==> config.mk <==
export PLATFORM = sky130hd
export DESIGN_NAME = sc_pe_scheduler
export DESIGN_NICKNAME = d
export VERILOG_FILES = /design/src/rtl/sc_pe_scheduler.sv
export SDC_FILE = /design/constraint.sdc
export NUM_CORES = 1
export LEC_CHECK = 0
export CAP_MARGIN = 10
export CELL_PAD_IN_SITES_DETAIL_PLACEMENT = 1
export CELL_PAD_IN_SITES_GLOBAL_PLACEMENT = 2
export CORE_MARGIN = 4
export CORE_UTILIZATION = 30
export CTS_BUF_LIST = sky130_fd_sc_hd__clkbuf_4 sky130_fd_sc_hd__clkbuf_8
export DETAILED_ROUTE_END_ITERATION = 12
export PLACE_DENSITY = 0.72
export SLEW_MARGIN = 25
export SYNTH_ARGS = -nofsm -noshare
export SYNTH_HDL_FRONTEND = slang
export SYNTH_SLANG_ARGS = --single-unit
==> constraint.sdc <==
create_clock -name clk -period 3.8 [get_ports clk]
set_input_delay 0.57 -clock clk [delete_from_list [all_inputs] [get_ports clk]]
set_output_delay 0.57 -clock clk [all_outputs]
set_load 0.03 [all_outputs]
==> src/rtl/sc_pe_scheduler.sv <==
// Control sequencer for an SC polar decoder: walks the decoding tree, issues
// f/g batches to the shared PE array and performs the per-leaf bit handshake.
module sc_pe_scheduler #(
  parameter int LOG2N = 9,
  parameter int LOG2P = 6
) (
  input  logic             clk,
  input  logic             rst,
  input  logic             start,
  input  logic             pe_ready,
  input  logic             u_valid,
  output logic             busy,
  output logic             pe_valid,
  output logic             pe_control,
  output logic [3:0]       pe_stage,
  output logic [LOG2N-1:0] pe_batch,
  output logic             leaf_valid,
  output logic [LOG2N-1:0] leaf_idx,
  output logic             done
);

  typedef logic [LOG2N-1:0] idx_t;
  typedef enum logic [1:0] {IDLE, CALC, LEAF, DONE} state_t;

  localparam idx_t LAST_BIT = idx_t'((1 << LOG2N) - 1);

  state_t     state_q;
  idx_t       bit_q;
  logic [3:0] stage_q;
  idx_t       batch_q;
  logic       control_q;
  logic       busy_q;
  logic       pe_valid_q;
  logic       leaf_valid_q;
  logic       done_q;
  idx_t       last_batch_d;
  idx_t       next_bit_d;

  // Lowest set bit of v; v is never zero on any path that uses it.
  function automatic logic [3:0] tz(input idx_t v);
    tz = 4'd0;
    for (int k = LOG2N - 1; k >= 0; k--) begin
      if (v[k]) tz = 4'(k);
    end
  endfunction

  always_comb begin
    last_batch_d = '0;
    if (int'(stage_q) >= LOG2P) begin
      last_batch_d = (idx_t'(1) << (int'(stage_q) - LOG2P)) - idx_t'(1);
    end
    next_bit_d = bit_q + idx_t'(1);
  end

  // NOTE: one clocked block owns state and every output register, so each
  // output changes exactly on the edge that changes the state it describes.
  always_ff @(posedge clk) begin
    if (rst) begin
      state_q      <= IDLE;
      bit_q        <= '0;
      stage_q      <= '0;
      batch_q      <= '0;
      control_q    <= 1'b0;
      busy_q       <= 1'b0;
      pe_valid_q   <= 1'b0;
      leaf_valid_q <= 1'b0;
      done_q       <= 1'b0;
    end else begin
      case (state_q)
        IDLE: begin
          if (start) begin
            bit_q      <= '0;
            stage_q    <= 4'(LOG2N - 1);
            control_q  <= 1'b0;
            batch_q    <= '0;
            busy_q     <= 1'b1;
            pe_valid_q <= 1'b1;
            state_q    <= CALC;
          end
        end
        CALC: begin
          if (pe_ready) begin
            if (batch_q != last_batch_d) begin
              batch_q <= batch_q + idx_t'(1);
            end else if (stage_q != 4'd0) begin
              stage_q   <= stage_q - 4'd1;
              control_q <= 1'b0;
              batch_q   <= '0;
            end else begin
              pe_valid_q   <= 1'b0;
              leaf_valid_q <= 1'b1;
              state_q      <= LEAF;
            end
          end
        end
        LEAF: begin
          if (u_valid) begin
            leaf_valid_q <= 1'b0;
            if (bit_q == LAST_BIT) begin
              done_q  <= 1'b1;
              busy_q  <= 1'b0;
              state_q <= DONE;
            end else begin
              // Next bit re-enters the tree with a g at its trailing-zero stage.
              bit_q      <= next_bit_d;
              stage_q    <= tz(next_bit_d);
              control_q  <= 1'b1;
              batch_q    <= '0;
              pe_valid_q <= 1'b1;
              state_q    <= CALC;
            end
          end
        end
        DONE: begin
          done_q  <= 1'b0;
          state_q <= IDLE;
        end
        default: state_q <= IDLE;
      endcase
    end
  end

  assign busy       = busy_q;
  assign pe_valid   = pe_valid_q;
  assign pe_control = control_q;
  assign pe_stage   = stage_q;
  assign pe_batch   = batch_q;
  assign leaf_valid = leaf_valid_q;
  assign leaf_idx   = bit_q;
  assign done       = done_q;

endmodule

==> results of run 1 <==
final cells by class:
cell class	instances	area, µm²	area share [%]
Sequential cell	29	581	19.6
Clock inverter	1	30.0	1.01
Timing Repair Buffer	37	355	12.0
Multi-Input combinational cell	254	1710	57.6
Inverter	20	75.1	2.53
Clock buffer	7	90.1	3.04
Tap cell	102	128	4.30
timing repair:
item / CTS / global route
resized for setup: 0 / 1
setup endpoints to repair: 0 / 12
endpoints found under the hold margin: 0 / 0
setup buffers: 0 / 1
cells in the mapped netlist, types with 6 or more instances:
master | instances | area (µm²)
sky130_fd_sc_hd__dfxtp_1 | 29 | 581
sky130_fd_sc_hd__nand2_1 | 29 | 109
sky130_fd_sc_hd__nor2_1 | 24 | 90.1
sky130_fd_sc_hd__a21oi_1 | 20 | 100
sky130_fd_sc_hd__inv_1 | 20 | 75.1
sky130_fd_sc_hd__nand3_1 | 15 | 75.1
sky130_fd_sc_hd__ha_1 | 14 | 175
sky130_fd_sc_hd__a21o_1 | 11 | 82.6
sky130_fd_sc_hd__o21ai_0 | 11 | 55.1
sky130_fd_sc_hd__clkbuf_1 | 10 | 37.5
sky130_fd_sc_hd__o31ai_1 | 8 | 60.1
sky130_fd_sc_hd__a21boi_0 | 7 | 52.6
sky130_fd_sc_hd__and3_1 | 7 | 43.8
sky130_fd_sc_hd__nor3_1 | 7 | 35.0
sky130_fd_sc_hd__or3_1 | 7 | 43.8
sky130_fd_sc_hd__a211oi_1 | 6 | 45.0
sky130_fd_sc_hd__a22oi_1 | 6 | 45.0
sky130_fd_sc_hd__nor2b_1 | 6 | 37.5
metal layers:
metal	part of all wire [%]	vias to the layer above
li1	-	1233
met1	48	1182
met2	49	28
met3	2.1	4
met4	1.0	0
met5	0	-
cells by family after synthesis:
logic type / Yosys count / share of synthesized area, %
DFF: 29 / 23.9
xor gates and xnor gates: 8 / 2.88
buffers and inverters: 34 / 5.97
AOI/OAI and AO/OA: 106 / 32.0
and+or+nand+nor: 123 / 26.6
muxes: 3 / 1.49
adders and majority gates: 14 / 7.21
worst max-delay path, delay by kind of cell (launching register included):
kind	cells	cell delay, ps
adder cells (fa/ha/maj)	2	650
flip-flops	1	400
multiplexers	1	290
AND/OR/NAND/NOR	4	740
buffers and inverters	3	360
AO/OA/AOI/OAI	5	960
flip-flops by register name, indices dropped and copies added, names as in the netlist:
| register | cells |
|---|---|
| pe_valid | 1 |
| pe_batch | 9 |
| busy | 1 |
| leaf_idx | 9 |
| done | 1 |
| pe_stage | 4 |
| leaf_valid | 1 |
| pe_control | 1 |
| state_q | 2 |
worst paths after layout:
| path | end | slack, ps | cells past startpoint | startpoint |
|---|---|---|---|---|
| min reg2reg | pe_valid | 470 | 2 | pe_valid |
| max reg2reg | pe_batch[0] | 280 | 15 | pe_stage[2] |
| min | pe_valid | 470 | 2 | pe_valid |
| max | pe_batch[0] | 280 | 15 | pe_stage[2] |
cells in the final DEF (no fill, tap or decap), types with 5 or more instances in the layout:
cell                              Yosys  routed
sky130_fd_sc_hd__inv_1               20      20
sky130_fd_sc_hd__dfxtp_1             29      29
sky130_fd_sc_hd__nor2_1              24      24
sky130_fd_sc_hd__a22oi_1              6       6
sky130_fd_sc_hd__clkdlybuf4s50_1      0      31
sky130_fd_sc_hd__and3_1               7       7
sky130_fd_sc_hd__nand2_1             29      29
sky130_fd_sc_hd__a21oi_1             20      20
sky130_fd_sc_hd__a211oi_1             6       6
sky130_fd_sc_hd__o21ai_0             11      11
sky130_fd_sc_hd__or3_1                7       7
sky130_fd_sc_hd__a21o_1              11      11
sky130_fd_sc_hd__nor3_1               7       7
sky130_fd_sc_hd__ha_1                14      14
sky130_fd_sc_hd__clkbuf_8             0       6
sky130_fd_sc_hd__o31ai_1              8       8
sky130_fd_sc_hd__nor2b_1              6       5
sky130_fd_sc_hd__nand3_1             15      15
sky130_fd_sc_hd__a21boi_0             7       7
sky130_fd_sc_hd__buf_4                0       6
per-stage QoR:
stage               util [%]  worst slack [ps]  std cells  hold WS, ps
floorplan                  -               236        317          485
global placement        36.3               351        441          463
detailed placement      36.3               248        441          463
CTS                     37.9               224        449          478
global route            38.0              23.2        450          517
finish                  38.0               277        450          473
where the power goes:
part | leakage (nW) | switching, mW | total [mW] | internal [mW]
Clock | 0.0619 | 0.124 | 0.345 | 0.221
Combinational | 0.923 | 0.498 | 0.796 | 0.299
Sequential | 0.235 | 0.0368 | 0.374 | 0.337
==> key figures, run 1 <==
Clock network
  • Hold-fix buffer count after cts: 0
  • CTS Root Buffer Type: sky130_fd_sc_hd__clkbuf_8
  • Clock-pin slew of the registers on the worst-case setup and hold paths: 70 ps
  • Clk sinks: 29
  • Maximum number of buffers from clock root to sink: 2
  • TritonCTS Buffers: 5
  • Clock tree from TritonCTS: built
  • Clk_lat worst skew: about 280 ps
  • Number of levels the H-tree was split into: 2

Synth
  • Number of synthesized register bits: 29
  • Cell area after synthesis: about 2400 µm²
  • Async set-or-reset flop fraction in the synthesized netlist: 0%
  • Syn. warnings: 0
  • Predominant post-synthesis flop cell: sky130_fd_sc_hd__dfxtp_1
  • Number of distinct library cells after synthesis: 61
  • Seq/Total Area, Yosys: 23.9%
  • Number of standard cells after synthesis: ~320
  • Total nets after synthesis: ~340
  • Mean Syn Cell Area: 7.67 µm²
  • Count of flip-flops with a built-in enable after synthesis: 0

Setup path
  • CP Class: reg2reg
  • Ordered cell list for the critical path: inv_1 -> ha_1 -> nor2b_2 -> and3_4 -> inv_1 -> ha_1 -> and3_1 -> a22oi_1 -> a21boi_1 -> o2111a_1 -> a211o_1 -> nand2_2 -> a311oi_4 -> buf_4 -> mux2_1
  • Data arrival time of the critical path: 3690 ps
  • Launching element type of the critical path: flop
  • CP required: 3970 ps
  • Kind of capture point of the worst setup path: flop
  • Delay of the slowest critical-path stage: about 400 ps
  • Largest fanout of any net on the critical path: 9
  • Critical-path cell with the highest stage delay: sky130_fd_sc_hd__dfxtp_1

Finish
  • Area growth from synthesis to layout: 22.0%
  • Final Net Count: ~370
  • Fraction of layout cells with a size suffix above 1: roughly 8.6%
  • Area of all placed cells without fillers: slightly below 3000 µm²
  • Layout fillers: between 900 and 1000
  • Ant. Diodes: 0

GRT
  • Pin count of the biggest net entering global routing: 23
  • GRT met3 Usage: 2.64%
  • Global route total overflow: 0
  • Total global routing track utilization: between 10% and 20%
  • Global route hottest layer: met2
  • Vias in the first global route: roughly 2500
  • Antenna violations before repair: 0
  • GR Layer Usage met1: 19.0%
  • Met2 track demand over resource: 26.8%
  • Global-route wire length before repair: 12200 µm

Pwr
  • Power density relative to cell area: a little over 500 nW/µm²
  • Lkg Pwr: around 1.2 nW
  • Peak ir drop on the vdd network: approximately 0.23 mV
  • Power consumption: 1.52 mW

Floorplanning
  • Die ar.: between 9000 and 10000 µm²
  • Number of I/O pins: 32
  • Die Ht: between 90 and 100 µm
  • Initial Util: just over 30%
  • Standard-cell row count: 32
  • Core Region: 7810 µm²
  • Chip Width: between 90 and 100 µm

Run
  • MaxCap Viol Count: 0

Run status
  • Status: completed

Timing
  • Post-Route Skew: ~8 ps
  • Min cycle time layout: roughly 3500 ps
  • Unrepaired setup endpoints after global routing: false
  • Final count of hold timing violations: 0
  • Max-slew headroom at the worst pin: between 50 and 60%
  • Fmax: around 0.28 GHz
  • Share of the clock period used by the worst path after layout: between 90% and 100%
  • Max-slew violation count: 0
  • Setup Viol. Count Final: 0
  • Slew @ Worst Pin: 711 ps
  • Fin Setup TNS: 0 ps

Placement
  • GPL Wtd Cong: ~0.86
  • Half-perimeter wire length after placement: roughly 5400 µm
  • Buffers on Ports: 31
  • Instance area after placement: ~2800 µm²

Routing
  • Overall via count from detail_route: between 2000 and 2500
  • DRC violation count after routing: 0
  • Average wire length per cell after detail routing: approximately 16 µm
  • Via density per instance: approximately 5.4
  • Number of search-and-repair iterations in the first detailed-routing pass: 4
  • Count of nets left with antenna violations after detail routing: 0
  • First DRT Iteration DRCs: 61
  • Final Routed Wirelength: 7210 µm

Hold path
  • Class of the most critical hold timing path: reg2reg
No activity file was read; power rests on OpenSTA's default activity.
==> run 2: changes to the inputs <==
CORE_MARGIN = 2   (was 4)
PLACE_DENSITY = not set   (was 0.72)
PLACE_DENSITY_LB_ADDON = 0.1   (was not set)
==> run 2 against run 1 <==
Flip-flop and latch count did not move; register-to-register slack improved by 40 ps; hold slack gained 0.75 ps.
==> key figures, run 2 (synthesized netlist as in run 1, its figures left out) <==
Finish
  • Final Net Count: 369 (+0.82%)
  • Number of non-filler instances in the completed layout: 453 (+0.67%)
  • Fraction of layout cells with a size suffix above 1: 9.40% (+0.78 points)
  • Ant. Diodes: 0 (unchanged)
  • Most used cells in the layout excluding fill and tap cells: sky130_fd_sc_hd__clkdlybuf4s50_1, sky130_fd_sc_hd__nand2_1, sky130_fd_sc_hd__dfxtp_1
  • Area growth from synthesis to layout: 23.4%
  • Area of all placed cells without fillers: 3000 µm² (+1.1%)
  • Layout fillers: 959 (-1.2%)
  • Commonest non-fill, non-tap cell in the layout: sky130_fd_sc_hd__clkdlybuf4s50_1

Setup path
  • Depth of the worst register-to-register path: 14 (-1)
  • Largest fanout of any net on the critical path: 9 (unchanged)
  • Data arrival time of the critical path: 3660 ps (-30 ps)
  • Kind of capture point of the worst setup path: flop
  • Launching element type of the critical path: flop
  • CP Class: reg2reg
  • CP required: 3980 ps (about the same)

Routing
  • Number of search-and-repair iterations in the first detailed-routing pass: 4 (unchanged)
  • First DRT Iteration DRCs: 44 (-28%)
  • Overall via count from detail_route: 2416 (-1.3%)
  • Count of nets left with antenna violations after detail routing: 0 (unchanged)
  • Average wire length per cell after detail routing: 15.9 µm (-1.0%)
  • Final Routed Wirelength: 7180 µm (-0.35%)
  • Via density per instance: 5.33 (-1.9%)
  • DRC violation count after routing: 0 (unchanged)

Clock network
  • Clock tree from TritonCTS: built
  • Clk_lat worst skew: 280 ps (about the same)
  • Clock-pin slew of the registers on the worst-case setup and hold paths: 70 ps (about the same)
  • CTS Root Buffer Type: sky130_fd_sc_hd__clkbuf_8
  • TritonCTS Buffers: 5 (unchanged)
  • Maximum number of buffers from clock root to sink: 2 (unchanged)
  • Number of levels the H-tree was split into: 2 (unchanged)
  • Clk sinks: 29 (unchanged)
  • Hold-fix buffer count after cts: 0 (unchanged)

Floorplanning
  • Die Ht: 94.0 µm (-4.1%)
  • Number of I/O pins: 32 (unchanged)
  • Chip Width: 94.0 µm (-4.1%)
  • Die ar.: 8840 µm² (-8.0%)
  • Initial Util: 31.1% (unchanged)
  • Core Region: 7810 µm² (unchanged)
  • Standard-cell row count: 32 (unchanged)

Timing
  • Max-slew violation count: 0 (unchanged)
  • Setup Viol. Count Final: 0 (unchanged)
  • Unrepaired setup endpoints after global routing: false
  • Min cycle time layout: 3480 ps (-39.4 ps)
  • Fmax: 0.287 GHz (+1.1%)
  • Max-slew headroom at the worst pin: 53.6% (+1.0 points)
  • Post-Route Skew: 10.3 ps (+2.53 ps)
  • Share of the clock period used by the worst path after layout: 91.7% (-1.0 points)
  • Slew @ Worst Pin: 696 ps (-15.1 ps)
  • Fin Setup TNS: 0 ps (unchanged)
  • Final count of hold timing violations: 0 (unchanged)

Placement
  • Placed Instances: 443 (+0.45%)
  • Half-perimeter wire length after placement: 5400 µm (-0.76%)
  • Buffers on Ports: 31 (unchanged)
  • Instance area after placement: 2850 µm² (+0.53%)
  • GPL Wtd Cong: 0.759 (-12%)

GRT
  • GR Layer Usage met1: 22.8% (+3.7 points)
  • Global-route wire length before repair: 12200 µm (+0.23%)
  • Global route total overflow: 0 (unchanged)
  • Total global routing track utilization: 17.3% (+2.0 points)
  • Met2 track demand over resource: 30.0% (+3.2 points)
  • Antenna violations before repair: 0 (unchanged)
  • Global route hottest layer: met2
  • Vias in the first global route: 2465 (-0.36%)
  • Pin count of the biggest net entering global routing: 23 (unchanged)
  • GRT met3 Usage: 2.49% (-0.15 points)

Pwr
  • Lkg Pwr: 1.23 nW (+1.1%)
  • Power density relative to cell area: 525 nW/µm² (+2.8%)
  • Peak ir drop on the vdd network: 0.220 mV (-3.3%)

Hold path
  • Cells on Worst Hold Path: 2 (unchanged)
  • Class of the most critical hold timing path: reg2reg

Run
  • MaxCap Viol Count: 0 (unchanged)

Run status
  • Status: completed
-- run 2: cell count changes in the layout (fill, tap and decap cells not counted) --
| cell | before | now |
|---|---|---|
| sky130_fd_sc_hd__buf_4 | 6 | 9 |
| sky130_fd_sc_hd__bufinv_16 | 1 | 2 |
| sky130_fd_sc_hd__clkbuf_4 | 1 | 0 |
| sky130_fd_sc_hd__clkbuf_8 | 6 | 5 |
| sky130_fd_sc_hd__clkinv_2 | 0 | 1 |
| sky130_fd_sc_hd__nor2b_1 | 5 | 6 |
| sky130_fd_sc_hd__nor2b_2 | 1 | 0 |
| sky130_fd_sc_hd__o211a_1 | 3 | 2 |
| sky130_fd_sc_hd__o211a_2 | 0 | 1 |
-- run 2: where the power goes --
group | switching (mW) | total, mW | internal (mW)
Sequential | 0.0337 | 0.371 | 0.337
Combinational | 0.503 | 0.814 | 0.311
Clock | 0.130 | 0.391 | 0.261
Total | 0.667 | 1.58 | 0.909
-- run 2: through the flow --
stage                     hold WS (ps)  util [%]  power (mW)  setup slack (ps)
after detailed placement           469      36.5        1.18               301
after global routing               506      38.4        1.70              16.6
after floorplan                    485         -       0.951               236
after global placement             460      36.5        1.17               380
after CTS                          480      38.2        1.58               280
final                              473      38.4        1.58               317
-- run 2: worst paths after layout --
path	slack (ps)	to	from
setup / recovery	320	state_q[0]	pe_stage[2]
hold / removal	470	pe_valid	pe_valid
setup reg to reg	320	state_q[0]	pe_stage[2]
hold reg to reg	470	pe_valid	pe_valid
-- run 2: per-layer routing --
metal,part of all wire [%],vias up
met5,0,-
met3,1.6,6
li1,-,1236
met4,1.2,0
met1,49,1146
met2,48,28
-- run 2: layout make-up --
| cell class | count | area (µm²) | share of cell area (%) |
|---|---|---|---|
| timing repair buffer | 40 | 378 | 12.6 |
| inverter | 20 | 75.1 | 2.50 |
| sequential | 29 | 581 | 19.3 |
| multi-input combinational | 254 | 1710 | 56.8 |
| clock inverter | 3 | 65.1 | 2.17 |
| clock buffer | 5 | 68.8 | 2.29 |
| tap | 102 | 128 | 4.25 |
-- run 2: repair_timing --
item | 4_1_cts | 5_1_grt
resized for setup | 0 | 1
endpoints found under the setup margin | 0 | 2
setup buffers | 0 | 2
-- run 2: critical path: stages, from the launching register on --
cell and delay (ps):
sky130_fd_sc_hd__dfxtp_1 400, sky130_fd_sc_hd__inv_1 100, sky130_fd_sc_hd__ha_1 390, sky130_fd_sc_hd__nor2b_1 200, sky130_fd_sc_hd__and3_4 230, sky130_fd_sc_hd__inv_1 40, sky130_fd_sc_hd__ha_1 260, sky130_fd_sc_hd__and3_1 210
sky130_fd_sc_hd__a22oi_1 230, sky130_fd_sc_hd__a21boi_1 110, sky130_fd_sc_hd__o2111a_1 280, sky130_fd_sc_hd__a211o_1 290, sky130_fd_sc_hd__nand3_1 240, sky130_fd_sc_hd__a21oi_1 150, sky130_fd_sc_hd__o211a_1 250
==> edit 1 (flow settings as in run 2) <==
Encoding of `state_t`: now one-hot (4 bits for 4 states).
--- a/src/rtl/sc_pe_scheduler.sv
+++ b/src/rtl/sc_pe_scheduler.sv
@@ -22,3 +22,3 @@
   typedef logic [LOG2N-1:0] idx_t;
-  typedef enum logic [1:0] {IDLE, CALC, LEAF, DONE} state_t;
+  typedef enum logic [3:0] {IDLE = 4'b0001, CALC = 4'b0010, LEAF = 4'b0100, DONE = 4'b1000} state_t;
 
Function: no difference found for any inputs over 10 cycles, from zero or initial values and one cycle with rst high; not proved beyond that.
==> edit 1 against run 2 <==
- worst setup slack improved by 0.043 ns
- sequential cell count is 2 higher
- cell area grew 2.2%
- die area grew 2.2%
- power shrank 33%
- wire length up 6.9%
- area after synthesis is 2.3% higher
- critical path type unchanged
- largest cell class unchanged
- largest power group unchanged
==> edit 1: results (changes against run 2) <==
- Status: finished clean (unchanged)
- Routed vias: 2522 (was 2416)
- Async SR Flop Fraction: 0% (unchanged)
- Post-DR wirelength/cell: 16.44 um (was 15.85 um)
- ANT cells: 0 (unchanged)
- Adder-Cell Fraction of Synth Area: 5.030% (was 7.205%)
- Iteration-0 DRC count of the detailed router: 84 (was 44)
- Top cells by count, synth: dfxtp_1, nor2_1, a21oi_1 (was dfxtp_1, nand2_1, nor2_1)
- GR Util met1: 23.54% (was 22.75%)
- Synth top area cells: dfxtp_1, ha_1, nor2_1 (was dfxtp_1, ha_1, nand2_1)
- HP Start: leaf_valid$_SDFFE_PP0P_ (was pe_valid$_SDFFE_PP0P_)
- Grt met2 use: 31.26% (was 30.00%)
- Post-place instance area: 2932 um^2 (was 2851 um^2)
- Worst rel slew slack: 58.17% (was 53.63%)
- H-tree levels: 2 (unchanged)
- CP max FO: 10 (was 9)
- Post-Syn Instances: 329 (was 317)
- Hpwl dp: 5.797 mm (was 5.397 mm)
- Number of I/O port buffers: 31 (unchanged)
- Largest net degree at the start of global routing: 25 (was 23)
- Worst vdd ir: 0.1404 mV (was 0.2197 mV)
- Ys Warns: 0 (unchanged)
- All-layer global routing usage: 17.92% (was 17.34%)
- Pre-CTS setup slack: -0.04659 ns (was 0.3014 ns)
- Post-Synth XOR/XNOR Area: 3.169% (was 2.882%)
- Setup Skew: 0.007792 ns (was 0.01030 ns)
- Primary FF master, synth: dfxtp_1 (unchanged)
- Slowest-stage cell, CP: dfxtp_4 (was dfxtp_1)
- Placed Instances: 457 (was 443)
- Grt met3 use: 2.609% (was 2.488%)
- Crit path DAT: 3.63 ns (was 3.66 ns)
- Post-synth net total: 344 (was 336)
- Compound-Gate Fraction of Synth Area: 27.46% (was 31.96%)
- Share of cells above drive strength 1: 12.15% (was 9.402%)
- Sequential fraction of the synthesis area: 24.95% (was 23.88%)
- Avg Vias per Cell: 5.400 (was 5.333)
- Net count, final: 376 (was 369)
- Placer Congestion: 0.7896 (was 0.7592)
- WS Path Type: reg -> reg (unchanged)
- First-pass GRT wire length: 12.70 mm (was 12.21 mm)
- Portion of netlist area occupied by mux cells: 1.207% (was 1.493%)
- Leakage: 0.001190 uW (was 0.001234 uW)
- Netlist cell types: 64 (was 61)
[edit 1: logic make-up after synthesis]
logic type	count (synthesis)
AND/OR/NAND/NOR	142
AO/OA/AOI/OAI	92
buffers and inverters	42
flip-flops	31
adder cells (fa/ha/maj)	10
XOR/XNOR	9
multiplexers	3
[edit 1: layout make-up]
class | instances | area (um^2)
fill | 976 | 5069
multi-input combinational | 256 | 1714
sequential | 31 | 625.6
timing repair buffer | 47 | 430.4
tap | 105 | 131.4
clock buffer | 7 | 83.83
inverter | 20 | 75.07
clock inverter | 1 | 5.005
[edit 1: what timing repair did]
action / 4_1_cts / 5_1_grt
setup endpoints to repair: 9 / 19
resized for setup: 0 / 8
buffers inserted: 0 / 2
endpoints found under the hold margin: 0 / 0
pin swaps: 2 / 4
[edit 1: path summary, 6_finish.rpt]
| check | to | slack (ns) | cells after the start |
|---|---|---|---|
| hold reg to reg | leaf_valid$_SDFFE_PP0P_ | 0.48 | 2 |
| setup / recovery | leaf_valid$_SDFFE_PP0P_ | 0.36 | 14 |
| hold / removal | leaf_valid$_SDFFE_PP0P_ | 0.48 | 2 |
| setup reg to reg | leaf_valid$_SDFFE_PP0P_ | 0.36 | 14 |
[edit 1: report_power, final]
part	switching (uW)	internal [uW]	total, uW
Clock	132	143	275
Sequential	20.1	341	361
Combinational	262	164	426
Total	414	648	1060
[edit 1: routing by layer]
metal  part of all wire, %  vias up  wire length (um)
met5                     0        -                 0
met4                  0.82        0                63
met3                   1.9        6               144
met2                    49       25              3781
met1                    48     1222              3686
li1                      -     1269                 -
[edit 1: worst max-delay path: cells and delay by family, from the launching register on]
family          cells  cell delay, ns
fa+ha+maj           2            0.51
flops               1            0.40
simple gates        5            1.11
compound gates      4            0.98
buf+inv             3            0.35
[edit 1: stage by stage]
step	hold WS (ns)	TNS (ns)
after floorplan	0.5916	0
after global placement	0.4652	0
after detailed placement	0.4614	-0.3080
after CTS	0.4818	0
after global routing	0.5167	0
final	0.4784	0
==> edit 2 (config.mk and constraints of run 2) <==
Without the edit above. Set the parameter `LOG2P` to 5 (it was 6).
--- a/src/rtl/sc_pe_scheduler.sv
+++ b/src/rtl/sc_pe_scheduler.sv
@@ -4,3 +4,3 @@
   parameter int LOG2N = 9,
-  parameter int LOG2P = 6
+  parameter int LOG2P = 5
 ) (
Function: changed (Yosys sat finds a counterexample within 10 cycles, from zero or initial values and one cycle with rst high).
==> edit 2 against run 2 <==
- cell area increased by 0.92%
- worst setup slack got worse by 0.060 ns
- die area increased by 0.94%
- clock power decreased by 8.2%
- area after synthesis increased by 0.98%
- power decreased by 2.5%
- sequential cell count unchanged
- wire length increased by 8.9%
- critical endpoint unchanged
==> edit 2: results (changes against run 2) <==
- CTS max path bufs: 2 (unchanged)
- Setup Skew: 0.01420 ns (was 0.01030 ns)
- Crit path DAT: 3.73 ns (was 3.66 ns)
- Number of I/O port buffers: 31 (unchanged)
- Avg Vias per Cell: 5.616 (was 5.333)
- Switching Share: 44.16% (was 42.33%)
- Leakage: 0.001138 uW (was 0.001234 uW)
- Initial antenna violation count: 0 (unchanged)
- Metal3 WL: 175 um (was 117 um)
- Slowest-stage cell, CP: or4b_1 (was dfxtp_1)
- Worst rel slew slack: 48.68% (was 53.63%)
- Primary FF master, synth: dfxtp_1 (unchanged)
- Metal-1 WL: 3.715 mm (was 3.525 mm)
- Hpwl dp: 5.888 mm (was 5.397 mm)
- Sequential fraction of the synthesis area: 23.65% (was 23.88%)
- Vias in the first global route: 2633 (was 2465)
- Setup-failing EPs final: 0 (unchanged)
- Ys Warns: 0 (unchanged)
- Pre-CTS setup slack: 0.1824 ns (was 0.3014 ns)
- CP peak stage delay: 0.51 ns (was 0.40 ns)
- CP max FO: 9 (unchanged)
- Top cells by count, synth: nor2_1, dfxtp_1, nand2_1 (was dfxtp_1, nand2_1, nor2_1)
- Worst vdd ir: 0.1716 mV (was 0.2197 mV)
- CTS Buf Count: 5 (unchanged)
- Detailed Routing Iterations Pass 1: 4 (unchanged)
- HP Class: reg -> reg (unchanged)
- Top sig layer: met4 (unchanged)
- Reg clk slew, reported paths: 0.08 ns
- Delay-heaviest family, CP: simple AND/OR/NAND/NOR gates (was compound AO/OA/AOI/OAI gates)
- Largest net degree at the start of global routing: 22 (was 23)
- Synth top area cells: dfxtp_1, ha_1, nor2_1 (was dfxtp_1, ha_1, nand2_1)
- Worst skew pair latency: 0.29 ns
- Placer Congestion: 0.8563 (was 0.7592)
- Total Routed Length: 7.818 mm (was 7.182 mm)
- Netlist cell types: 66 (was 61)
- H-tree levels: 2 (unchanged)
- Root buffer cell: clkbuf_8 (unchanged)
- Iteration-0 DRC count of the detailed router: 57 (was 44)
- Status: finished clean (unchanged)
- Post-synth net total: 341 (was 336)
- Fill cell count: 986 (was 959)
- Share of cells above drive strength 1: 10.58% (was 9.402%)
- All-layer global routing usage: 18.81% (was 17.34%)
- First-pass GRT wire length: 13.32 mm (was 12.21 mm)
- Met2 wire length: 3.832 mm (was 3.454 mm)
- Net count, final: 373 (was 369)
[edit 2: metal layers]
metal	vias up	GRT usage, %
met1	1252	23.74
met5	-	0
met4	0	4.469
li1	1297	-
met3	7	3.192
met2	33	33.33
[edit 2: power by group through the flow]
stage	sequential [uW]	clock [uW]	combinational, uW
after global placement	374	0	806
after detailed placement	374	0	809
after global routing	372	377	898
after floorplan	422	0	524
after CTS	368	368	814
final	367	359	811
[edit 2: final timing paths]
check             depth (start not counted)                startpoint                 endpoint  slack (ns)
setup / recovery                         12  pe_stage[1]$_SDFFE_PP0P_  state_q[0]$_SDFFE_PP0P_        0.26
hold reg to reg                           2     pe_valid$_SDFFE_PP0P_    pe_valid$_SDFFE_PP0P_        0.47
hold / removal                            2     pe_valid$_SDFFE_PP0P_    pe_valid$_SDFFE_PP0P_        0.47
setup reg to reg                         12  pe_stage[1]$_SDFFE_PP0P_  state_q[0]$_SDFFE_PP0P_        0.26
[edit 2: area by class of cell]
class | instances | area share [%]
multi-input cells | 260 | 56.90
repair buffers | 44 | 13.47
inverters | 18 | 2.231
well taps | 102 | 4.215
clock buffers | 7 | 2.975
clock inverters | 1 | 0.9917
flip-flops and latches | 29 | 19.21
[edit 2: metrics by stage]
step,instances,instance area [um^2]
floorplan,326,2456
global route,461,3028
finish,461,3028
detailed placement,453,2904
CTS,461,3024
global placement,453,2904
[edit 2: cells by family (layout without fill, tap and decap cells)]
kind of cell / Yosys count / count (layout) / share of synthesized area (%)
and+or+nand+nor: 141 / 141 / 31.60
DFF: 29 / 29 / 23.65
adders and majority gates: 10 / 10 / 5.097
buffers and inverters: 37 / 70 / 6.321
xor gates and xnor gates: 7 / 7 / 2.498
AOI/OAI and AO/OA: 99 / 99 / 29.56
muxes: 3 / 3 / 1.274
[edit 2: tightest hold or removal path, delay by kind of cell (launching register included)]
family / cells / cell delay [ns]
flip-flops: 1 / 0.31
AO/OA/AOI/OAI: 2 / 0.11
[edit 2: timing repair]
action / 4_1_cts / 5_1_grt
setup endpoints to repair: 0 / 4
endpoints found under the hold margin: 0 / 0
setup buffers: 0 / 0
resized for setup: 0 / 3
